File: config.mk
export PLATFORM = sky130hd
export DESIGN_NAME = serial_subtractor
export DESIGN_NICKNAME = d
export VERILOG_FILES = /design/src/rtl/serial_subtractor_pkg.sv /design/src/rtl/serial_subtractor_full_subtractor.sv /design/src/rtl/serial_subtractor.sv
export SDC_FILE = /design/constraint.sdc
export NUM_CORES = 1
export LEC_CHECK = 0
export ABC_CLOCK_PERIOD_IN_PS = 3200
export CORE_MARGIN = 2
export CORE_UTILIZATION = 40
export CTS_BUF_LIST = sky130_fd_sc_hd__clkbuf_16
export CTS_CLUSTER_DIAMETER = 150
export CTS_CLUSTER_SIZE = 16
export DETAILED_ROUTE_END_ITERATION = 10
export HOLD_SLACK_MARGIN = 0.02
export PLACE_DENSITY = 0.68
export SLEW_MARGIN = 0
export SYNTH_ARGS = -nofsm -noshare
export SYNTH_HDL_FRONTEND = slang
export SYNTH_SLANG_ARGS = --single-unit
export TNS_END_PERCENT = 1
File: constraint.sdc
create_clock -name clk -period 3.2 [get_ports clk]
set_clock_uncertainty 0.05 [all_clocks]
set_input_delay 0.96 -clock clk [delete_from_list [all_inputs] [get_ports clk]]
set_output_delay 0.96 -clock clk [all_outputs]
set_load 0.05 [all_outputs]
File: src/rtl/serial_subtractor_pkg.sv
// Shared types and constants for the bit-serial subtractor.
package serial_subtractor_pkg;

    localparam int unsigned SERIAL_SUB_DEFAULT_WIDTH = 4;

    typedef logic [1:0] state_t;

    localparam state_t ST_IDLE = 2'd0;
    localparam state_t ST_RUN  = 2'd1;
    localparam state_t ST_DONE = 2'd2;

    // Counter wide enough to hold WIDTH-1 without wrapping.
    function automatic int unsigned cnt_width(input int unsigned w);
        return 32'($clog2(w)) + 32'd1;
    endfunction

endpackage

File: src/rtl/serial_subtractor_full_subtractor.sv
// One-bit full-subtractor cell: d = a - b - bin, with borrow-out.
module full_subtractor (
    input  logic a,
    input  logic b,
    input  logic bin,
    output logic d,
    output logic bout
);

    logic axb;

    assign axb  = a ^ b;
    assign d    = axb ^ bin;
    assign bout = (~a & b) | (~axb & bin);

endmodule

File: src/rtl/serial_subtractor.sv
// Bit-serial subtractor: DIFF = A - B - BIN, LSB first, one bit per clock.
// Define SERIAL_SUBTRACTOR_OVF_EN to add the signed-overflow output ovf.
module serial_subtractor
    import serial_subtractor_pkg::*;
#(
    parameter int unsigned WIDTH = SERIAL_SUB_DEFAULT_WIDTH
) (
    input  logic             clk,
    input  logic             rst,
    input  logic             in_valid,
    output logic             in_ready,
    input  logic [WIDTH-1:0] a,
    input  logic [WIDTH-1:0] b,
    input  logic             bin,
    output logic             out_valid,
    input  logic             out_ready,
    output logic [WIDTH-1:0] diff,
    output logic             bout,
    output logic             busy
`ifdef SERIAL_SUBTRACTOR_OVF_EN
    ,
    output logic             ovf
`endif
);

    localparam int unsigned CW = cnt_width(WIDTH);

    state_t           state;
    state_t           state_next;
    logic             accept_c;
    logic             last_c;
    logic [WIDTH-1:0] sa;
    logic [WIDTH-1:0] sb;
    logic             borrow;
    logic [CW-1:0]    cnt;
    logic             d_c;
    logic             bout_c;
`ifdef SERIAL_SUBTRACTOR_OVF_EN
    logic             a_msb;
    logic             b_msb;
`endif

    full_subtractor u_cell (
        .a    (sa[0]),
        .b    (sb[0]),
        .bin  (borrow),
        .d    (d_c),
        .bout (bout_c)
    );

    assign bout = borrow;

    // Next-state decode; accept and last-bit strobes come from the current state.
    always_comb begin
        state_next = state;
        accept_c   = 1'b0;
        last_c     = 1'b0;
        case (state)
            ST_IDLE: begin
                if (in_valid) begin
                    accept_c   = 1'b1;
                    state_next = ST_RUN;
                end
            end
            ST_RUN: begin
                if (cnt == CW'(WIDTH - 1)) begin
                    last_c     = 1'b1;
                    state_next = ST_DONE;
                end
            end
            ST_DONE: begin
                if (out_ready) begin
                    state_next = ST_IDLE;
                end
            end
            default: state_next = ST_IDLE;
        endcase
    end

    // State register with handshake/status flags registered from the next state.
    always_ff @(posedge clk) begin
        if (rst) begin
            state     <= ST_IDLE;
            in_ready  <= 1'b1;
            out_valid <= 1'b0;
            busy      <= 1'b0;
        end else begin
            state     <= state_next;
            in_ready  <= (state_next == ST_IDLE);
            out_valid <= (state_next == ST_DONE);
            busy      <= (state_next == ST_RUN);
        end
    end

    // Serial datapath; diff doubles as the result shift register.
    always_ff @(posedge clk) begin
        if (rst) begin
            sa     <= '0;
            sb     <= '0;
            diff   <= '0;
            borrow <= 1'b0;
            cnt    <= '0;
`ifdef SERIAL_SUBTRACTOR_OVF_EN
            a_msb  <= 1'b0;
            b_msb  <= 1'b0;
            ovf    <= 1'b0;
`endif
        end else if (accept_c) begin
            sa     <= a;
            sb     <= b;
            diff   <= '0;
            borrow <= bin;
            cnt    <= '0;
`ifdef SERIAL_SUBTRACTOR_OVF_EN
            a_msb  <= a[WIDTH-1];
            b_msb  <= b[WIDTH-1];
            ovf    <= 1'b0;
`endif
        end else if (state == ST_RUN) begin
            sa     <= sa >> 1;
            sb     <= sb >> 1;
            diff   <= {d_c, diff[WIDTH-1:1]};
            borrow <= bout_c;
            cnt    <= cnt + CW'(1);
`ifdef SERIAL_SUBTRACTOR_OVF_EN
            // The final serial bit is the result MSB.
            if (last_c) begin
                ovf <= (a_msb ^ b_msb) & (a_msb ^ d_c);
            end
`endif
        end
    end

endmodule
==> flow_metrics.env <==
export IMPL_status="complete, no violations"
export IMPL_grt_pass1_vias=732
export IMPL_viasPerCell=5.04
export IMPL_register_area_um2=420
export IMPL_area_growth_pct=31.8
export IMPL_path_clk_slew_ns=0.05
export IMPL_syn_num_nets=112
export IMPL_synth_area_leaders="dfxtp_1 48%, a211oi_1 7.7%, a21oi_1 6.2%, nand2_1 6.0%, nor2_1 5.1%"
export IMPL_multiInputGateArea_um2=413
export IMPL_grtUsageTotal_pct=14.9
export IMPL_grt_max_degree=16
export IMPL_period_minus_slack_ns=2.46
export IMPL_stdcell_count=144
export IMPL_fin_crit_sh_pct=76.8
export IMPL_clkLatencyLatePin_ns=0.25
export IMPL_critPathArrivalTime_ns=1.45
export IMPL_final_setup_viol_count=0
export IMPL_maxSlewViolCount=0
export IMPL_dieWidth_um=51.0
export IMPL_ys_seq_area_share_pct=47.7
export IMPL_p_leak_nw=0.428
export IMPL_holdBufCountCts=0
export IMPL_io_buffer_count=20
export IMPL_synth_edf_count=0
export IMPL_cpPeakStageDelay_ns=0.82
export IMPL_gp_congestion=0.672
export IMPL_dp_cells=140
export IMPL_initial_utilization_pct=41.1
export IMPL_dominantRegCellSynth="dfxtp_1"
export IMPL_numCtsBuffers=3
export IMPL_ir_worst_vdd_mv=0.263
export IMPL_cpMaxStageDelayCell="clkdlybuf4s50_1"
export IMPL_routed_wl_um=1590
export IMPL_synthesis_area_um2=882
export IMPL_synth_seq_cells=21
export IMPL_cts_root_buf="clkbuf_16"
export IMPL_post_synth_top_count_cell="dfxtp_1"
export IMPL_die_h_um=51.0
export IMPL_cts_sinks=21
export IMPL_cts_tree="built"
export IMPL_crit_type="register to output pin"
export IMPL_path_buf_inv=1
export IMPL_final_cell_area_um2=1160
export IMPL_grt_pass1_wl_um=2910
export IMPL_synth_cells=96
export IMPL_worst_ep_required_time_ns=2.19
export IMPL_fin_setup_tns_ns=0
export IMPL_r2r_slack_ns=1.87
export IMPL_drive_above_1_share_pct=8.62
export IMPL_synth_largest_area_cell="dfxtp_1"
export IMPL_rsz0062_at_grt="no"
export IMPL_avgSynthCellArea_um2=9.19
export IMPL_postCtsResizedCells=0
export IMPL_cp_end_kind="output pin"
export IMPL_max_freq_mhz=407
export IMPL_wl_per_cell_um=11.0
export IMPL_cp_start_kind="register"
export IMPL_num_vias=726
export IMPL_synth_distinct_cells=24
export IMPL_drt_pre_antenna_iters=3
export IMPL_clockBufferDepth=2
export IMPL_grt_overflow=0
export IMPL_maxCapViolCount=0
export IMPL_tightest_slew_ns=0.565
export IMPL_min_path_type="register to register"
export IMPL_fill_cells=197
export IMPL_crit_family="buffers and inverters"
export IMPL_h_tree_depth=1
export IMPL_yosysWarnings=0
export IMPL_fin_nets=133
export IMPL_synth_common_cells="21 x dfxtp_1, 14 x nand2_1, 12 x nor2_1, 11 x a21oi_1, 9 x a211oi_1"
export IMPL_ant_nets=0
export IMPL_drc=0
export IMPL_async_flop_share_pct=0
export IMPL_hold_slack_ns=0.401
export IMPL_drt_initial_drc_count=9
export IMPL_fin_total_pwr_uw=643
export IMPL_rows=17
export IMPL_core_um2=2150
export IMPL_die_area_um2=2600
export IMPL_antenna_cells=0
export IMPL_cp_cell_sequence="clkdlybuf4s50_1"
export IMPL_postCtsSetupBuffers=0
export IMPL_relSlewSlack_pct=62.2
export IMPL_placed_area_um2=1080
export IMPL_pwr_density_cell_nw_per_um2=554
export IMPL_hpwl_um=1160
export IMPL_antenna_found_initial=0
export IMPL_synth_top_cell_area_share_pct=47.7
export IMPL_crit_path_max_fanout=3
export IMPL_hold_violations=0
export IMPL_io_pins=21
-- path summary, 6_finish.rpt --
kind | from | cells past startpoint | end
setup / recovery | bout | 1 | bout
hold reg to reg | diff[0] | 2 | diff[0]
setup reg to reg | state[1] | 3 | sb[2]
hold / removal | diff[0] | 2 | diff[0]
-- cell families (layout without fill, tap and decap cells) --
| logic type | Yosys count | in the layout | synth area share, % |
|---|---|---|---|
| and+or+nand+nor | 37 | 37 | 21.0 |
| AOI/OAI and AO/OA | 26 | 26 | 19.7 |
| DFF | 21 | 21 | 47.7 |
| buffers and inverters | 8 | 28 | 5.53 |
| adders and majority gates | 3 | 3 | 5.11 |
| xor gates and xnor gates | 1 | 1 | 0.993 |
-- area by class of cell --
class                   count  share of cell area [%]
clock buffers               3                    6.46
repair buffers             20                    17.2
inverters                   4                    1.29
well taps                  28                    3.01
flip-flops and latches     21                    36.2
clock inverters             1                   0.323
multi-input cells          67                    35.5
-- layout by cell type (no fill, tap or decap), types with 3 or more instances in the layout --
cell type,netlist,routed
clkbuf_16,0,3
o22ai_1,3,3
nor2_1,12,12
inv_1,4,5
a21oi_1,11,11
a211oi_1,9,9
nand2_1,14,14
clkdlybuf4s50_1,0,20
dfxtp_1,21,21
-- power by group --
group	total (mW)	switching (mW)	leakage, nW	internal, mW
Combinational	0.0971	0.0528	0.214	0.0442
Clock	0.258	0.0918	0.0423	0.166
Sequential	0.288	0.0104	0.172	0.278
Total	0.643	0.155	0.428	0.488
-- sequential cells by signal, summed over array words and instances, names as in the netlist --
register and count:
state 2, sb 4, bout 1, diff 4, out_valid 1, in_ready 1, cnt 3, busy 1
sa 4
-- stage by stage --
step / setup WS (ns) / utilization, %
2_1_floorplan: 1.45 / -
3_3_place_gp: 0.792 / 50.4
3_5_place_dp: 0.771 / 50.4
4_1_cts: 0.730 / 54.1
5_1_grt: 0.696 / 54.1
6_report: 0.742 / 54.1
-- per-layer routing --
layer / share of wire (%) / vias to the layer above / wire length [um] / track usage (%)
li1: - / 368 / - / -
met1: 43 / 339 / 677 / 16.4
met2: 51 / 16 / 814 / 26.8
met3: 4.4 / 3 / 70 / 3.51
met4: 1.6 / 0 / 25 / 6.76
met5: 0 / - / 0 / 0
Power figures use the tool's default switching activity.
